File: config.mk
export PLATFORM = sky130hd
export DESIGN_NAME = mem_arbiter
export DESIGN_NICKNAME = d
export VERILOG_FILES = /design/src/rtl/cpu_types_pkg.sv /design/src/rtl/mem_arbiter.sv
export SDC_FILE = /design/constraint.sdc
export NUM_CORES = 1
export LEC_CHECK = 0
export CORE_AREA = 2 2 105 107
export CTS_CLUSTER_DIAMETER = 120
export CTS_CLUSTER_SIZE = 8
export DETAILED_ROUTE_END_ITERATION = 10
export DIE_AREA = 0 0 107 109
export PLACE_DENSITY = 0.67
export SKIP_LAST_GASP = 1
export SYNTH_ARGS = -nofsm -noshare
export SYNTH_HDL_FRONTEND = slang
export SYNTH_SLANG_ARGS = --single-unit
File: constraint.sdc
create_clock -name CLK -period 1.83 [get_ports CLK]
set_input_delay 0.366 -clock CLK [delete_from_list [all_inputs] [get_ports CLK]]
set_output_delay 0.366 -clock CLK [all_outputs]
set_load 0.02 [all_outputs]
File: src/rtl/cpu_types_pkg.sv
// Shared CPU-side types: machine word, RAM handshake state, and the
// definitions used by the memory arbiter that sits between caches and RAM.
package cpu_types_pkg;

    localparam int WORD_W = 32;
    typedef logic [WORD_W-1:0] word_t;

    typedef enum logic [1:0] {
        FREE   = 2'd0,
        BUSY   = 2'd1,
        ACCESS = 2'd2,
        ERROR  = 2'd3
    } ramstate_t;

    typedef enum logic [1:0] {
        IDLE   = 2'd0,
        IGRANT = 2'd1,
        DGRANT = 2'd2
    } arb_state_t;

    localparam int STREAK_W            = 3;
    localparam int MAX_DSTREAK_DEFAULT = 4;

    function automatic logic [STREAK_W-1:0] sat_inc(
        input logic [STREAK_W-1:0] v,
        input logic [STREAK_W-1:0] lim
    );
        return (v < lim) ? v + STREAK_W'(1) : lim;
    endfunction

endpackage

File: src/rtl/mem_arbiter.sv
// Two-requester RAM arbiter: data side normally wins, but after MAX_DSTREAK
// back-to-back data grants a waiting instruction fetch is served.
module mem_arbiter
    import cpu_types_pkg::*;
#(
    parameter int MAX_DSTREAK = MAX_DSTREAK_DEFAULT  // must fit in STREAK_W bits
) (
    input  logic        CLK,
    input  logic        RST,
    input  logic        iREN,
    input  logic [31:0] iaddr,
    output logic        iwait,
    output logic [31:0] iload,
    input  logic        dREN,
    input  logic        dWEN,
    input  logic [31:0] daddr,
    input  logic [31:0] dstore,
    output logic        dwait,
    output logic [31:0] dload,
    output logic        ramREN,
    output logic        ramWEN,
    output logic [31:0] ramaddr,
    output logic [31:0] ramstore,
    input  logic [31:0] ramload,
    input  logic [1:0]  ramstate,
    output logic        ramerr
);

    localparam logic [STREAK_W-1:0] STREAK_MAX = STREAK_W'(MAX_DSTREAK);

    arb_state_t          state_q, state_d;
    logic [STREAK_W-1:0] streak_q, streak_d;

    ramstate_t ram_st;
    logic      d_req;
    logic      i_active, d_active;
    logic      i_done, d_done;

    assign ram_st = ramstate_t'(ramstate);
    assign d_req  = dREN | dWEN;

    // A grant only drives the RAM while its requester still holds the request,
    // so a dropped request aborts in the same cycle.
    assign i_active = (state_q == IGRANT) & iREN;
    assign d_active = (state_q == DGRANT) & d_req;
    assign i_done   = i_active & (ram_st == ACCESS);
    assign d_done   = d_active & (ram_st == ACCESS);

    assign iwait  = iREN  & ~i_done;
    assign dwait  = d_req & ~d_done;
    assign iload  = i_done ? ramload : '0;
    assign dload  = d_done ? ramload : '0;
    assign ramerr = (i_active | d_active) & (ram_st == ERROR);

    // NOTE: every signal written in an always_comb gets a default first, so no path leaves it unassigned and no latch is inferred.
    always_comb begin
        ramREN   = 1'b0;
        ramWEN   = 1'b0;
        ramaddr  = '0;
        ramstore = '0;
        if (i_active) begin
            ramREN  = 1'b1;
            ramaddr = iaddr;
        end else if (d_active) begin
            ramWEN   = dWEN;
            ramREN   = dREN & ~dWEN;
            ramaddr  = daddr;
            ramstore = dstore;
        end
    end

    always_comb begin
        state_d = state_q;
        unique case (state_q)
            IDLE: begin
                if (d_req && ((streak_q < STREAK_MAX) || !iREN)) begin
                    state_d = DGRANT;
                end else if (iREN) begin
                    state_d = IGRANT;
                end
            end
            IGRANT: begin
                if (!iREN || ram_st == ACCESS || ram_st == ERROR) begin
                    state_d = IDLE;
                end
            end
            DGRANT: begin
                if (!d_req || ram_st == ACCESS || ram_st == ERROR) begin
                    state_d = IDLE;
                end
            end
            default: state_d = IDLE;
        endcase
    end

    // The streak only matters while a fetch is waiting, so it is cleared
    // whenever the instruction side is quiet or gets served.
    always_comb begin
        streak_d = streak_q;
        if (!iREN || i_done) begin
            streak_d = '0;
        end else if (d_done) begin
            streak_d = sat_inc(streak_q, STREAK_MAX);
        end
    end

    // NOTE: sequential state uses non-blocking assignments so every register samples pre-edge values regardless of statement order.
    always_ff @(posedge CLK or posedge RST) begin
        if (RST) begin
            state_q  <= IDLE;
            streak_q <= '0;
        end else begin
            state_q  <= state_d;
            streak_q <= streak_d;
        end
    end

endmodule

# ---- After elaboration in Yosys (flattened, before gate mapping)
# Cells that the tools add are included.
# W data, S select, Z words.
dict set report totals {
  output_inout_bits 133
  regBits 5
  inputBits 135
  elab_cells 54
}
dict set report classes {
  n_eq_ne 7
  n_reduce_logical 12
  n_mux 18
  add_sub_neg 1
  order_cmp 1
  n_bitwise 13
}
# op count
set ops {}
lappend ops {{$mux W32} 6}
lappend ops {{$mux W3} 3}
lappend ops {{$and A1 B1 Y1} 8}
lappend ops {{$mux W2} 4}
lappend ops {{$eq A2 B2 Y1 const B} 3}
lappend ops {{$logic_or A1 B1 Y1} 6}
lappend ops {{$pmux W2 S3} 1}
lappend ops {{$mux W1} 4}
lappend ops {{$ne A2 B1 Y1 const B} 2}
lappend ops {{$add A3 B1 Y3 const B} 1}
lappend ops {{$lt A3 B3 Y1 const B} 1}
lappend ops {{$ne A3 B3 Y1 const B} 1}
lappend ops {{$not A1 Y1} 3}
lappend ops {{$reduce_and A3 Y1} 1}
lappend ops {{$eq A2 B1 Y1 const B} 1}
lappend ops {{$logic_not A1 Y1} 2}
lappend ops {{$logic_not A2 Y1} 1}
lappend ops {{$or A1 B1 Y1} 2}
lappend ops {{$reduce_bool A2 Y1} 1}
lappend ops {{$logic_and A1 B1 Y1} 1}

# ---- Logic depth before layout (Yosys ltp)
dict set report depth {
  ltp_word 6
  ltp_mapped 4
  ltp_nobuf 4
}

# ---- Worst setup path after synthesis
# No wires, ideal clock.
dict set report synth_timing {
  kind {input -> output}
  start {input ramstate[0]}
  end {output dload[22]}
  path_slack_ps 231
  arrival_ps 1233
  required_ps 1464
  cell_stages 4
  n_path_buf 1
  path_cell_list {nand2b_2 > nor3_4 > clkbuf_2 > and2_1}
}
dict set report synth_via {
  elab_chain_cells 3
}
# item line
set synth_lines {}
lappend synth_lines {{start, declared} mem_arbiter.sv:25} ;# input logic [1:0] ramstate,
lappend synth_lines {{$eq A2 B2 Y1} mem_arbiter.sv:47} ;# assign d_done = d_active & (ram_st == ACCESS);
lappend synth_lines {{$and A1 B1 Y1} mem_arbiter.sv:47}
lappend synth_lines {{$mux W32} mem_arbiter.sv:52} ;# assign dload = d_done ? ramload : '0;
lappend synth_lines {{end, declared} mem_arbiter.sv:19} ;# output logic [31:0] dload,
# Every way passes these cells.

# ---- Final worst setup path
dict set report layout_timing {
  start {register state_q[1]}
  end {output iload[24]}
}
dict set report layout_via {
  elab_chain_cells 4
}
# item line
set layout_lines {}
lappend layout_lines {{start, declared} mem_arbiter.sv:31} ;# arb_state_t state_q, state_d;
lappend layout_lines {{start signal, assigned} mem_arbiter.sv:113} ;# state_q <= state_d;
lappend layout_lines {{$eq A2 B1 Y1} mem_arbiter.sv:44} ;# assign i_active = (state_q == IGRANT) & iREN;
lappend layout_lines {{$and A1 B1 Y1} mem_arbiter.sv:44}
lappend layout_lines {{$and A1 B1 Y1} mem_arbiter.sv:46} ;# assign i_done = i_active & (ram_st == ACCESS);
lappend layout_lines {{$mux W32} mem_arbiter.sv:51} ;# assign iload = i_done ? ramload : '0;
lappend layout_lines {{end, declared} mem_arbiter.sv:13} ;# output logic [31:0] iload,
# Every way passes these cells.

==> out/results.txt <==
Worst slew margin: 63.2%
core box area: 10,600 µm²
Hold WC Path Type: in -> async
end-of-flow core utilization: 47.9%
Vias: 2,614
share of layout cells above drive strength 1: 51.6%
Setup crit end kind: primary output
fmax: 484 MHz
TritonRoute pass-1 iters: 4
Max Root-Sink Buffers: 2
met3 wire length: 863 µm
total gr overflow: 0
Die Wd: 107 µm
outcome: complete, but fails checks
period utilisation layout: 113%
Root Buffer Master: clkbuf_8
min cycle time layout: 2.07 ns
TritonCTS Buffers: 3
DR DRC count: 0
peak supply drop: 0.151 mV
r2r setup slk: 0.41 ns
cell family with most CP delay: simple AND/OR/NAND/NOR gates
Max stage delay cell, worst path: dfrtp_1
routed vias/inst: 4.18
total die area: 11,700 µm²
# rows: 38
placer congestion estimate: 0.776
GRT Total Usage: 15.1%
reg2reg path depth: 6
post-route ant nets: 0
diode count: 0
Setup-failing EPs final: 130
CTS Sinks: 5
crit path DAT: 1.70 ns
max incr delay on CP: 0.40 ns
Initial Util: 12.8%
first-pass GRT wire length: 14.0 mm
met2 routed WL: 5.61 mm
Post-Syn Area: 1360 µm²
Port Buf Inserts: 267
Worst Path Required: 1.46 ns
slew at the pin closest to its max-slew limit: 0.538 ns
Critical path buffers and inverters: 4
wl on met1: 3.75 mm
drt wl/cell: 16.5 µm
Die Ht: 109 µm
number of global-route vias before repair: 2,550
initial antenna violation count: 0
sequential element share of the synthesized area: 9.23%
post-synthesis register bit count: 5
Static Leakage: 2.38 nW
Hold Fails Final Rpt: 0
unrepaired setup endpoints after global routing: true
setup ws final: -0.238 ns
yosys warns: 0
RR Startpoint: state_q[1]
worst reg2reg path endpoint: streak_q[2]
Starting DRT DRC Count: 119
io pins: 268
CP Launch Type: flip-flop
Post-Route Skew: 0.00133 ns
Syn Inst Count: 190
final slew viol count: 0
most frequent CP cell: buf_6
DP Wirelength: 7.29 mm
Pwr per Cell Area: 319 nW/µm²
routed wire length: 10.3 mm
Net count, final: 623
area growth from synthesis to layout: 275%
highest metal used: met4
Avg Cell Area, Syn: 7.13 µm²
H-Tree Depth: 1
Synth Net Count: 326
Levels on crit path: 7
max-cap violations: 0
CTS tree: done
setup TNS: -12.98 ns
Clock Latency Late Sink: 0.22 ns
clock transition at the registers of the reported paths: 0.04 ns
largest net degree at the start of global routing: 35
CP Max Fanout: 6
WS Path Type: reg -> out
worst-path cell chain: nand3b_1 -> nor2_4 -> buf_6 -> buf_16 -> buf_12 -> and2_4 -> buf_6
failing checks: setup timing
Netlist cell types: 29
## routing by layer
layer / track usage (%) / vias up
li1: - / 1273
met3: 4.36 / 10
met2: 28.3 / 123
met5: 0 / -
met1: 17.3 / 1208
met4: 2.41 / 0
## layout make-up
cell class / count / area, µm²
Clock buffer: 4 / 45.0
Fill cell: 999 / 5520
Multi-Input combinational cell: 161 / 1290
Inverter: 4 / 15.0
Timing Repair Buffer: 312 / 3430
Tap cell: 140 / 175
Sequential cell: 5 / 125
## per-stage QoR
stage,setup WS [ns],hold slack (ns),area [µm²],std cells,power (mW)
finish,-0.238,0.340,5080,626,1.62
detailed placement,-0.767,0.534,4300,595,1.24
floorplan,0.231,0.145,1360,190,0.556
global placement,-0.745,0.528,4300,595,1.23
CTS,-0.250,0.348,4930,622,1.50
global route,-0.304,0.380,5080,626,1.71
## worst max-delay path by stage
stage,slack (ns),start,end
finish,-0.24,state_q[1],iload[24]
global route,-0.30,state_q[0],iload[24]
CTS,-0.25,state_q[1],iload[2]
detailed placement,-0.77,ramstate[0],iload[4]
global placement,-0.74,ramstate[0],dload[3]
floorplan,0.23,ramstate[0],dload[22]
## synthesized netlist by cell type
library cell	instances	area [µm²]
nand2_1	2	7.51
a41oi_1	1	8.76
o31ai_1	2	15.0
and2_1	64	400
dfrtp_1	5	125
inv_1	4	15.0
o21ai_0	1	5.00
nor2_2	1	6.26
buf_2	9	45.0
clkbuf_1	3	11.3
nor2_4	2	22.5
nand2b_2	1	8.76
a22o_1	32	280
a21oi_1	2	10.0
and3_1	32	200
nand2b_4	1	13.8
o211a_1	1	10.0
nand3b_1	1	7.51
nand4_1	2	12.5
or2_1	1	6.26
clkbuf_2	7	35.0
ha_1	1	12.5
a31o_2	1	8.76
nor2_1	6	22.5
nor3_4	1	16.3
buf_4	1	7.51
nor3_1	1	5.00
nor2b_1	3	18.8
a2111oi_0	2	17.5
## cell usage in the layout, fill, tap and decap left out, types with 2 or more instances in the layout
cell             count
a22o_1              31
clkdlybuf4s50_1    129
and2_4              60
dfrtp_1              5
buf_4               21
clkbuf_8             3
dlygate4sd2_1        4
nand4_1              2
buf_6              104
nand2b_4             2
clkdlybuf4s15_2     31
buf_2                3
nand2_1              2
o31ai_1              2
nor2_2               2
buf_16               4
nor2_4               3
buf_8                2
inv_1                4
a2111oi_0            2
clkbuf_16            3
a21oi_1              2
and2_1               4
nor2_1               4
and3_1              32
buf_12               9
nor2b_1              3
## cell families (layout without fill, tap and decap cells)
kind of cell | after synthesis | count (layout) | share of synthesized area [%]
buffers and inverters | 24 | 320 | 8.40
adder cells (fa/ha/maj) | 1 | 1 | 0.923
AO/OA/AOI/OAI | 42 | 42 | 26.2
flip-flops | 5 | 5 | 9.23
AND/OR/NAND/NOR | 118 | 118 | 55.2
## state kept, by name, summed over array words and instances (netlist names)
register	count
streak_q	3
state_q	2
## power breakdown
group	total [mW]	switching [mW]	internal, mW	leakage [nW]
clock network	0.202	0.0529	0.149	0.0228
logic	1.30	0.533	0.765	2.29
registers	0.121	0.00481	0.116	0.0668
total	1.62	0.591	1.03	2.38
## timing repair
| item | 4_1_cts | 5_1_grt |
|---|---|---|
| pin swaps | 22 | 16 |
| setup buffers | 16 | 6 |
| gates cloned | 7 | 4 |
| hold buffers | 0 | 0 |
| gates resized for setup | 638 | 147 |
| endpoints found under the hold margin | 0 | 0 |
| endpoints found under the setup margin | 133 | 133 |
(Power assumes the default switching activity.)
